$ cat src/rtl/cpu_isa_pkg.sv
// Shared ISA definitions for the pipelined CPU: field widths, opcode map,
// and the fetch-stage state encoding.
package cpu_isa_pkg;

    localparam int OPCODE_W  = 5;
    localparam int OPERAND_W = 4;
    localparam int INSTR_W   = OPCODE_W + OPERAND_W;
    localparam int PC_W      = 16;

    // Full opcode map, add..halt
    localparam logic [OPCODE_W-1:0] OP_ADD  = 5'b00000;
    localparam logic [OPCODE_W-1:0] OP_SUB  = 5'b00001;
    localparam logic [OPCODE_W-1:0] OP_AND  = 5'b00010;
    localparam logic [OPCODE_W-1:0] OP_OR   = 5'b00011;
    localparam logic [OPCODE_W-1:0] OP_XOR  = 5'b00100;
    localparam logic [OPCODE_W-1:0] OP_SHL  = 5'b00101;
    localparam logic [OPCODE_W-1:0] OP_SHR  = 5'b00110;
    localparam logic [OPCODE_W-1:0] OP_LD   = 5'b00111;
    localparam logic [OPCODE_W-1:0] OP_ST   = 5'b01000;
    localparam logic [OPCODE_W-1:0] OP_LDI  = 5'b01001;
    localparam logic [OPCODE_W-1:0] OP_BEQ  = 5'b01010;
    localparam logic [OPCODE_W-1:0] OP_BNE  = 5'b01011;
    localparam logic [OPCODE_W-1:0] OP_JMP  = 5'b01100;
    localparam logic [OPCODE_W-1:0] OP_NOP  = 5'b01101;
    localparam logic [OPCODE_W-1:0] OP_HALT = 5'b11010;

    typedef enum logic [1:0] {
        FS_BOOT   = 2'd0,
        FS_RUN    = 2'd1,
        FS_DRAIN  = 2'd2,
        FS_HALTED = 2'd3
    } fetch_state_e;

    function automatic logic [OPCODE_W-1:0] opcode_of(input logic [INSTR_W-1:0] instr);
        return instr[INSTR_W-1:OPERAND_W];
    endfunction

endpackage

$ cat src/rtl/fetch_pc_reg.sv
// Program counter register with next-PC selection.
// Priority: redirect > advance (pc+1, 16-bit wrap) > hold.
module fetch_pc_reg
    import cpu_isa_pkg::*;
#(
    parameter logic [PC_W-1:0] RESET_PC = 16'd1
) (
    input  logic            clk,
    input  logic            rst,
    input  logic            redirect_i,
    input  logic [PC_W-1:0] redirect_pc_i,
    input  logic            advance_i,
    output logic [PC_W-1:0] pc_o
);

    logic [PC_W-1:0] pc_q;
    logic [PC_W-1:0] pc_d;

    // Next-PC mux; increment wraps silently at 16'hFFFF
    always_comb begin
        pc_d = pc_q;
        if (redirect_i) begin
            pc_d = redirect_pc_i;
        end else if (advance_i) begin
            pc_d = pc_q + 16'd1;
        end
    end

    // PC state register
    always_ff @(posedge clk or posedge rst) begin
        if (rst) begin
            pc_q <= RESET_PC;
        end else begin
            pc_q <= pc_d;
        end
    end

    assign pc_o = pc_q;

endmodule

$ cat src/rtl/fetch_sequencer.sv
// Instruction-fetch controller: owns the PC, fills the IF/ID register,
// honours stall/redirect, and drains then freezes on the halt opcode.
// Optional performance counters are built when FETCH_PERF_EN is defined.
module fetch_sequencer
    import cpu_isa_pkg::*;
#(
    parameter logic [PC_W-1:0]     RESET_PC     = 16'd1,
    parameter int                  DRAIN_CYCLES = 3,
    parameter logic [OPCODE_W-1:0] HALT_OP      = OP_HALT
) (
    input  logic               clk,
    input  logic               rst,
    input  logic               stall,
    input  logic               redirect_valid,
    input  logic [PC_W-1:0]    redirect_pc,
    output logic [PC_W-1:0]    rom_pc,
    input  logic [INSTR_W-1:0] rom_instr,
    output logic [INSTR_W-1:0] if_id_instr,
    output logic [PC_W-1:0]    if_id_pc,
    output logic               if_id_valid,
`ifdef FETCH_PERF_EN
    output logic [31:0]        perf_fetched,
    output logic [31:0]        perf_stall,
`endif
    output logic               halted
);

    localparam int CNT_W = (DRAIN_CYCLES > 1) ? $clog2(DRAIN_CYCLES) : 1;
    localparam logic [CNT_W-1:0] DRAIN_LAST = CNT_W'(DRAIN_CYCLES - 1);

    fetch_state_e       state_q;
    logic [CNT_W-1:0]   drain_cnt_q;
    logic [INSTR_W-1:0] if_id_instr_q;
    logic [PC_W-1:0]    if_id_pc_q;
    logic               if_id_valid_q;
    logic               halted_q;

    logic            is_halt;
    logic            take_redirect;
    logic            fetch_en;
    logic            advance;
    logic [PC_W-1:0] pc;

    // Decode this cycle's fetch decision from state and downstream requests
    always_comb begin
        is_halt       = (opcode_of(rom_instr) == HALT_OP);
        take_redirect = redirect_valid && (state_q == FS_RUN || state_q == FS_DRAIN);
        fetch_en      = (state_q == FS_RUN) && !redirect_valid && !stall;
        advance       = fetch_en && !is_halt;
    end

    fetch_pc_reg #(
        .RESET_PC (RESET_PC)
    ) u_pc (
        .clk           (clk),
        .rst           (rst),
        .redirect_i    (take_redirect),
        .redirect_pc_i (redirect_pc),
        .advance_i     (advance),
        .pc_o          (pc)
    );

    // Fetch FSM together with the IF/ID pipeline register and halt flag
    always_ff @(posedge clk or posedge rst) begin
        if (rst) begin
            state_q       <= FS_BOOT;
            drain_cnt_q   <= '0;
            if_id_instr_q <= '0;
            if_id_pc_q    <= '0;
            if_id_valid_q <= 1'b0;
            halted_q      <= 1'b0;
        end else begin
            case (state_q)
                FS_BOOT: begin
                    state_q <= FS_RUN;
                end
                FS_RUN: begin
                    if (redirect_valid) begin
                        if_id_valid_q <= 1'b0;
                    end else if (!stall) begin
                        if_id_instr_q <= rom_instr;
                        if_id_pc_q    <= pc;
                        if_id_valid_q <= 1'b1;
                        if (is_halt) begin
                            state_q     <= FS_DRAIN;
                            drain_cnt_q <= '0;
                        end
                    end
                end
                FS_DRAIN: begin
                    // Stall does not pause draining; an older redirect cancels the halt
                    if_id_valid_q <= 1'b0;
                    if (redirect_valid) begin
                        state_q     <= FS_RUN;
                        drain_cnt_q <= '0;
                    end else if (drain_cnt_q == DRAIN_LAST) begin
                        state_q  <= FS_HALTED;
                        halted_q <= 1'b1;
                    end else begin
                        drain_cnt_q <= drain_cnt_q + CNT_W'(1);
                    end
                end
                default: begin
                    if_id_valid_q <= 1'b0;
                    halted_q      <= 1'b1;
                end
            endcase
        end
    end

    assign rom_pc      = pc;
    assign if_id_instr = if_id_instr_q;
    assign if_id_pc    = if_id_pc_q;
    assign if_id_valid = if_id_valid_q;
    assign halted      = halted_q;

`ifdef FETCH_PERF_EN
    logic [31:0] perf_fetched_q;
    logic [31:0] perf_stall_q;

    function automatic logic [31:0] sat_inc(input logic [31:0] v);
        return (v == 32'hFFFF_FFFF) ? v : v + 32'd1;
    endfunction

    // Saturating event counters; both events are impossible in HALTED
    always_ff @(posedge clk or posedge rst) begin
        if (rst) begin
            perf_fetched_q <= '0;
            perf_stall_q   <= '0;
        end else begin
            if (fetch_en) begin
                perf_fetched_q <= sat_inc(perf_fetched_q);
            end
            if (state_q == FS_RUN && stall && !redirect_valid) begin
                perf_stall_q <= sat_inc(perf_stall_q);
            end
        end
    end

    assign perf_fetched = perf_fetched_q;
    assign perf_stall   = perf_stall_q;
`endif

endmodule

$ cat config.mk
export PLATFORM = sky130hd
export DESIGN_NAME = fetch_sequencer
export DESIGN_NICKNAME = d
export VERILOG_FILES = /design/src/rtl/cpu_isa_pkg.sv /design/src/rtl/fetch_pc_reg.sv /design/src/rtl/fetch_sequencer.sv
export SDC_FILE = /design/constraint.sdc
export NUM_CORES = 1
export LEC_CHECK = 0
export CORE_ASPECT_RATIO = 0.9
export CORE_MARGIN = 2
export CORE_UTILIZATION = 43
export CTS_CLUSTER_DIAMETER = 50
export CTS_CLUSTER_SIZE = 14
export DETAILED_ROUTE_END_ITERATION = 16
export DONT_BUFFER_PORTS = 1
export HOLD_SLACK_MARGIN = 0.12
export PLACE_DENSITY_LB_ADDON = 0.3
export SYNTH_ARGS = -nofsm -noshare
export SYNTH_HDL_FRONTEND = slang
export SYNTH_SLANG_ARGS = --single-unit
$ cat constraint.sdc
create_clock -name clk -period 2.4 [get_ports clk]
set_clock_uncertainty 0.1 [all_clocks]
set_input_delay 0.48 -clock clk [delete_from_list [all_inputs] [get_ports clk]]
set_output_delay 0.48 -clock clk [all_outputs]
set_load 0.05 [all_outputs]
-- After elaboration in Yosys (flattened, before gate mapping)
Index checks and enable logic that the tools add are counted.
- flip-flop bits (word level): 47
- memories: 0
- RAM bits: 0
- input bits: 29
- latch bits: 0
- memory bits (read-only): 0
- reductions and logical operators: 18
- shift operators: 0
- add/sub/neg operators: 2
- multiply operators: 0
- bitwise operators: 4
- muxes and demuxes: 20
- div/mod/pow operators: 0
- eq/ne operators: 12
- order comparisons: 0
- operators with widths (kind ; count):
    $mux 16 ; 2
    $mux 2 ; 10
    $add 16x1->16 const B ; 1
    $reduce_and 5->1 ; 2
    $ne 2x2->1 const B ; 4
    $ne 3x3->1 const B ; 2
    $pmux 2 s3 ; 1
    $reduce_and 3->1 ; 2
    $eq 5x5->1 const B ; 1
    $eq 2x2->1 const B ; 2
    $logic_and 1x1->1 ; 4
    $mux 1 ; 4
    $not 1->1 ; 4
    $pmux 1 s2 ; 2
    $pmux 2 s2 ; 1
    $reduce_bool 2->1 ; 2
    $logic_not 1->1 ; 3
    $ne 3x2->1 const B ; 1
    $reduce_bool 3->1 ; 1
    $add 2x1->2 const B ; 1
    $eq 2x1->1 const B ; 1
    $logic_not 2->1 ; 1
    $ne 2x1->1 const B ; 1
    $reduce_and 2->1 ; 1
    other kinds (2) ; 2

-- Depth between registers and ports, before layout
Gate-level depths: netlist of the first run.
- word-level depth: 6
- depth in mapped cells: 7

-- Cells and area by module
Synthesis of the first run repeated with hierarchy kept, for this count alone.
- cell total of the unflattened synthesis: 197
- area, all modules: 2263.4 sq um
- modules (own cells, without submodules) (module ; cells an instance ; sequential area each (sq um) ; instances ; area each (sq um)):
    fetch_sequencer ; 96 ; 775.7 ; 1 ; 1345.0
    fetch_pc_reg ; 101 ; 401.6 ; 1 ; 918.4

-- Least setup slack after synthesis of the first run
No wires, ideal clock.
- path type: register -> register
- start: register state_q[1]
- end: register u_pc.pc_q[9] (netlist: u_pc.pc_o[9])
- library setup time: 82 ps
- setup slack: 167 ps
- cell stages (with the launch flop): 8
- clock period less this slack: 2233 ps
- buffers on the path: 1
- data arrival time: 2051 ps
- cells stage by stage: dfrtp_1 -> inv_1 -> ha_1 -> or3b_1 -> a2111o_1 -> buf_6 -> or3_1 -> a31oi_1
- longest elaborated chain between the ends: 5
- elaborated cells on any way between the ends: 9
- classes of those cells: 2 x eq/ne; 1 x mux; 6 x reduce/logical
- RTL lines (element ; line ; text):
    from (decl) ; fetch_sequencer.sv:31 ; fetch_state_e state_q;
    from (signal assigned) ; fetch_sequencer.sv:66 ; state_q <= FS_BOOT;
    from (signal assigned) ; fetch_sequencer.sv:75 ; state_q <= FS_RUN;
    from (signal assigned) ; fetch_sequencer.sv:85 ; state_q <= FS_DRAIN;
    $eq 2x1->1 ; fetch_sequencer.sv:47, fetch_sequencer.sv:48 ;
    $logic_and 1x1->1 (2 in series) ; fetch_sequencer.sv:48 ; fetch_en = (state_q == FS_RUN) && !redirect_valid && !stall;
    $logic_and 1x1->1 ; fetch_sequencer.sv:49 ; advance = fetch_en && !is_halt;
    $reduce_bool 2->1 (no line) ; - ;
    to (signal assigned) ; fetch_pc_reg.sv:34 ; pc_q <= pc_d;
    to (decl) ; fetch_pc_reg.sv:16 ; logic [PC_W-1:0] pc_q;
Parallel ways exist; a longest one is shown, timed or not.
A chain may end at the register's enable or synchronous reset.

-- Final worst setup path of the first run
Ends and elaborated chain as after synthesis.

==> results of run 1 <==
## cell usage in the layout, fill, tap and decap left out, types with 2 or more instances in the layout
cell type / count
nand2_1: 82
dfrtp_1: 46
buf_4: 22
o21ai_0: 16
nor2_1: 12
nand3_1: 8
inv_1: 7
a31oi_1: 7
ha_1: 7
or3_1: 6
clkbuf_8: 6
o211ai_1: 5
and4_1: 3
mux2i_1: 3
o31ai_1: 3
xor2_1: 3
a211oi_1: 2
nand4_1: 2
nand2b_1: 2
or4_1: 2
nor2b_1: 2
inv_2: 2
o311ai_0: 2
## what timing repair did
action | in CTS | in global routing
setup endpoints to repair | 0 | 3
endpoints found under the hold margin | 7 | 0
buffers inserted | 0 | 1
hold buffers | 1 | 0
gates resized for setup | 0 | 1
## final cells by class
class,instances,area [sq um]
tap,67,83.83
sequential,47,1177
multi-input combinational,185,1032
inverter,9,33.78
timing repair buffer,23,175.2
clock buffer,7,86.33
clock inverter,1,8.758
fill,500,2595
## cell families after synthesis
family,after synthesis,synth area share [%]
xor+xnor,4,1.535
buf+inv,19,3.454
mux,4,1.809
simple gates,126,24.73
compound gates,44,13.05
fa+ha+maj,7,3.838
flops,47,51.59
## cells in the mapped netlist, types with 2 or more instances
master / count
a31oi_1: 7
nand3_1: 8
o21ai_0: 16
a211oi_1: 2
and4_1: 3
or3_1: 6
xor2_1: 3
or4_1: 2
o211ai_1: 5
nand4_1: 2
dfrtp_1: 46
inv_1: 9
ha_1: 7
clkbuf_1: 9
nand2_1: 82
o311ai_0: 2
o31ai_1: 3
nand2b_1: 2
mux2i_1: 3
nor2b_1: 2
nor2_1: 12
## stage by stage
| step | area [sq um] | utilization (%) | hold WS, ps |
|---|---|---|---|
| 2_1_floorplan | 2282 | - | 391.9 |
| 3_5_place_dp | 2485 | 47.86 | 174.6 |
| 5_1_grt | 2597 | 50.02 | 164.3 |
| 3_3_place_gp | 2485 | 47.86 | 171.0 |
| 4_1_cts | 2590 | 49.88 | 169.0 |
| 6_report | 2597 | 50.02 | 176.1 |
## metal layers
layer / vias to the layer above / share of wire [%] / global-route usage, %
met5: - / 0 / 0
li1: 905 / - / -
met3: 7 / 7.2 / 5.322
met1: 888 / 47 / 26.34
met4: 0 / 1.6 / 8.098
met2: 64 / 44 / 28.98
## state kept, by name, summed over array words and instances (netlist names)
name	count
if_id_pc	16
u_pc.pc_o	16
if_id_instr	9
drain_cnt_q	2
state_q	2
halted	1
if_id_valid	1
## path summary, 6_finish.rpt
check / to / depth (start not counted)
worst max-delay path: u_pc.pc_o[9]$_DFFE_PP0P_ / 7
worst min-delay path: u_pc.pc_o[0]$_DFFE_PP1P_ / 2
worst max register to register: u_pc.pc_o[9]$_DFFE_PP0P_ / 7
worst min register to register: drain_cnt_q[1]$_DFFE_PP0P_ / 1
max in group asynchronous: u_pc.pc_o[0]$_DFFE_PP1P_ / 3
min in group asynchronous: if_id_instr[2]$_DFFE_PP0P_ / 2
==> results.json, run 1 <==
{
  "outcome": "complete, no violations",
  "grt_max_degree": 41,
  "drtPass1Iterations": 4,
  "drv_slew": 0,
  "period_needed_ps": 2254,
  "cts_sinks": 47,
  "die_y_um": 73.12,
  "core-area_sq_um": 5192,
  "syn_to_final_growth_pct": 13.82,
  "grt_pass1_wl_um": 8528,
  "finalSetupViolations": 0,
  "max-slew-margin-rel_pct": 57.33,
  "syn-num-nets": 287,
  "drive_above_1_share_pct": 12.87,
  "yosys_most_used_dff": "dfrtp_1",
  "synth_top_area_cell": "dfrtp_1",
  "seq_area_frac_synth_pct": 51.59,
  "end_kind": "register",
  "critPathRequiredTime_ps": 2530,
  "hp-class": "in2reg",
  "vias_per_cell": 5.499,
  "avgSynthCellArea_sq_um": 9.092,
  "rr_startpoint": "state_q[1]$_DFFE_PP0P_",
  "wl_per_cell_um": 16.13,
  "dp_hpwl_um": 3856,
  "fmax_mhz": 443.6,
  "synth_edf_count": 0,
  "drcViolationCount": 0,
  "async_flop_share_pct": 100.0,
  "place_ws_ps": 52.12,
  "setup_tns_ps": 0,
  "cts_tree": "yes",
  "worstHoldStart": "redirect_pc[0]",
  "critPathKind": "reg2reg",
  "gp_congestion": 0.8419,
  "std_cell_rows": 25,
  "numCtsBuffers": 5,
  "clk_pin_slew_ps": 90,
  "drtIter0Drc": 140,
  "worstPathMaxFanout": 9,
  "gr-total-overflow": 0,
  "startpoint_type": "register",
  "cts_htree_levels": 2,
  "hold_violations": 0,
  "finalNonFillerCells": 339,
  "r2r_slack_ps": 150,
  "wl_um": 5469,
  "crit_start": "state_q[1]$_DFFE_PP0P_",
  "slowest_stage": "dfrtp_1",
  "fin_crit_sh_pct": 93.92,
  "clk_latency_ps": 310,
  "postRouteAntennaNets": 0,
  "worst_slew_pin_slew_ps": 638.6,
  "vias": 1864,
  "ys_seq_elements": 47,
  "setup_ws_ps": 145.8,
  "rsz0062_at_grt": "no",
  "io_buffer_count": 0,
  "cap_violations": 0,
  "synth_cells": 251,
  "initial_utilization_pct": 43.95,
  "cts.path.max_buffers": 2,
  "ios": 72,
  "dp.cells": 329,
  "critical-path-max-stage-delay_ps": 420,
  "die_area_sq_um": 5907,
  "clockRootBuffer": "clkbuf_8",
  "synth_area_sq_um": 2282,
  "path_buf_inv": 2,
  "fp.dieW_um": 80.79,
  "critical-path-top-delay-family": "simple AND/OR/NAND/NOR gates",
  "grt_pass1_vias": 1770,
  "ys_warn_count": 0,
  "final_net_count": 307,
  "num_antenna_cells": 0,
  "yosys-top-cells-area": "dfrtp_1 (50%), nand2_1 (13%), ha_1 (3.8%)",
  "yosysTopAreaCellShare_pct": 50.44,
  "ys_types": 41,
  "antenna_found_initial": 0,
  "cp.arrival_ps": 2380,
  "grt_util_all_layers_pct": 19.30,
  "crit_chain": "inv_2 -> ha_1 -> or3b_1 -> a2111o_1 -> buf_4 -> or3_1 -> a31oi_1"
}
Power of run 1 is not shown: default switching activity piles up to over one toggle a cycle in this logic, so the estimate is an artifact.
==> run 2: changes to the inputs <==
Settings changed: GPL_ROUTABILITY_DRIVEN set to 1.
==> results of run 2 <==
No change in the layout: final DEF, timing and power equal those of run 1.
Power of run 2 is left out for the same reason.
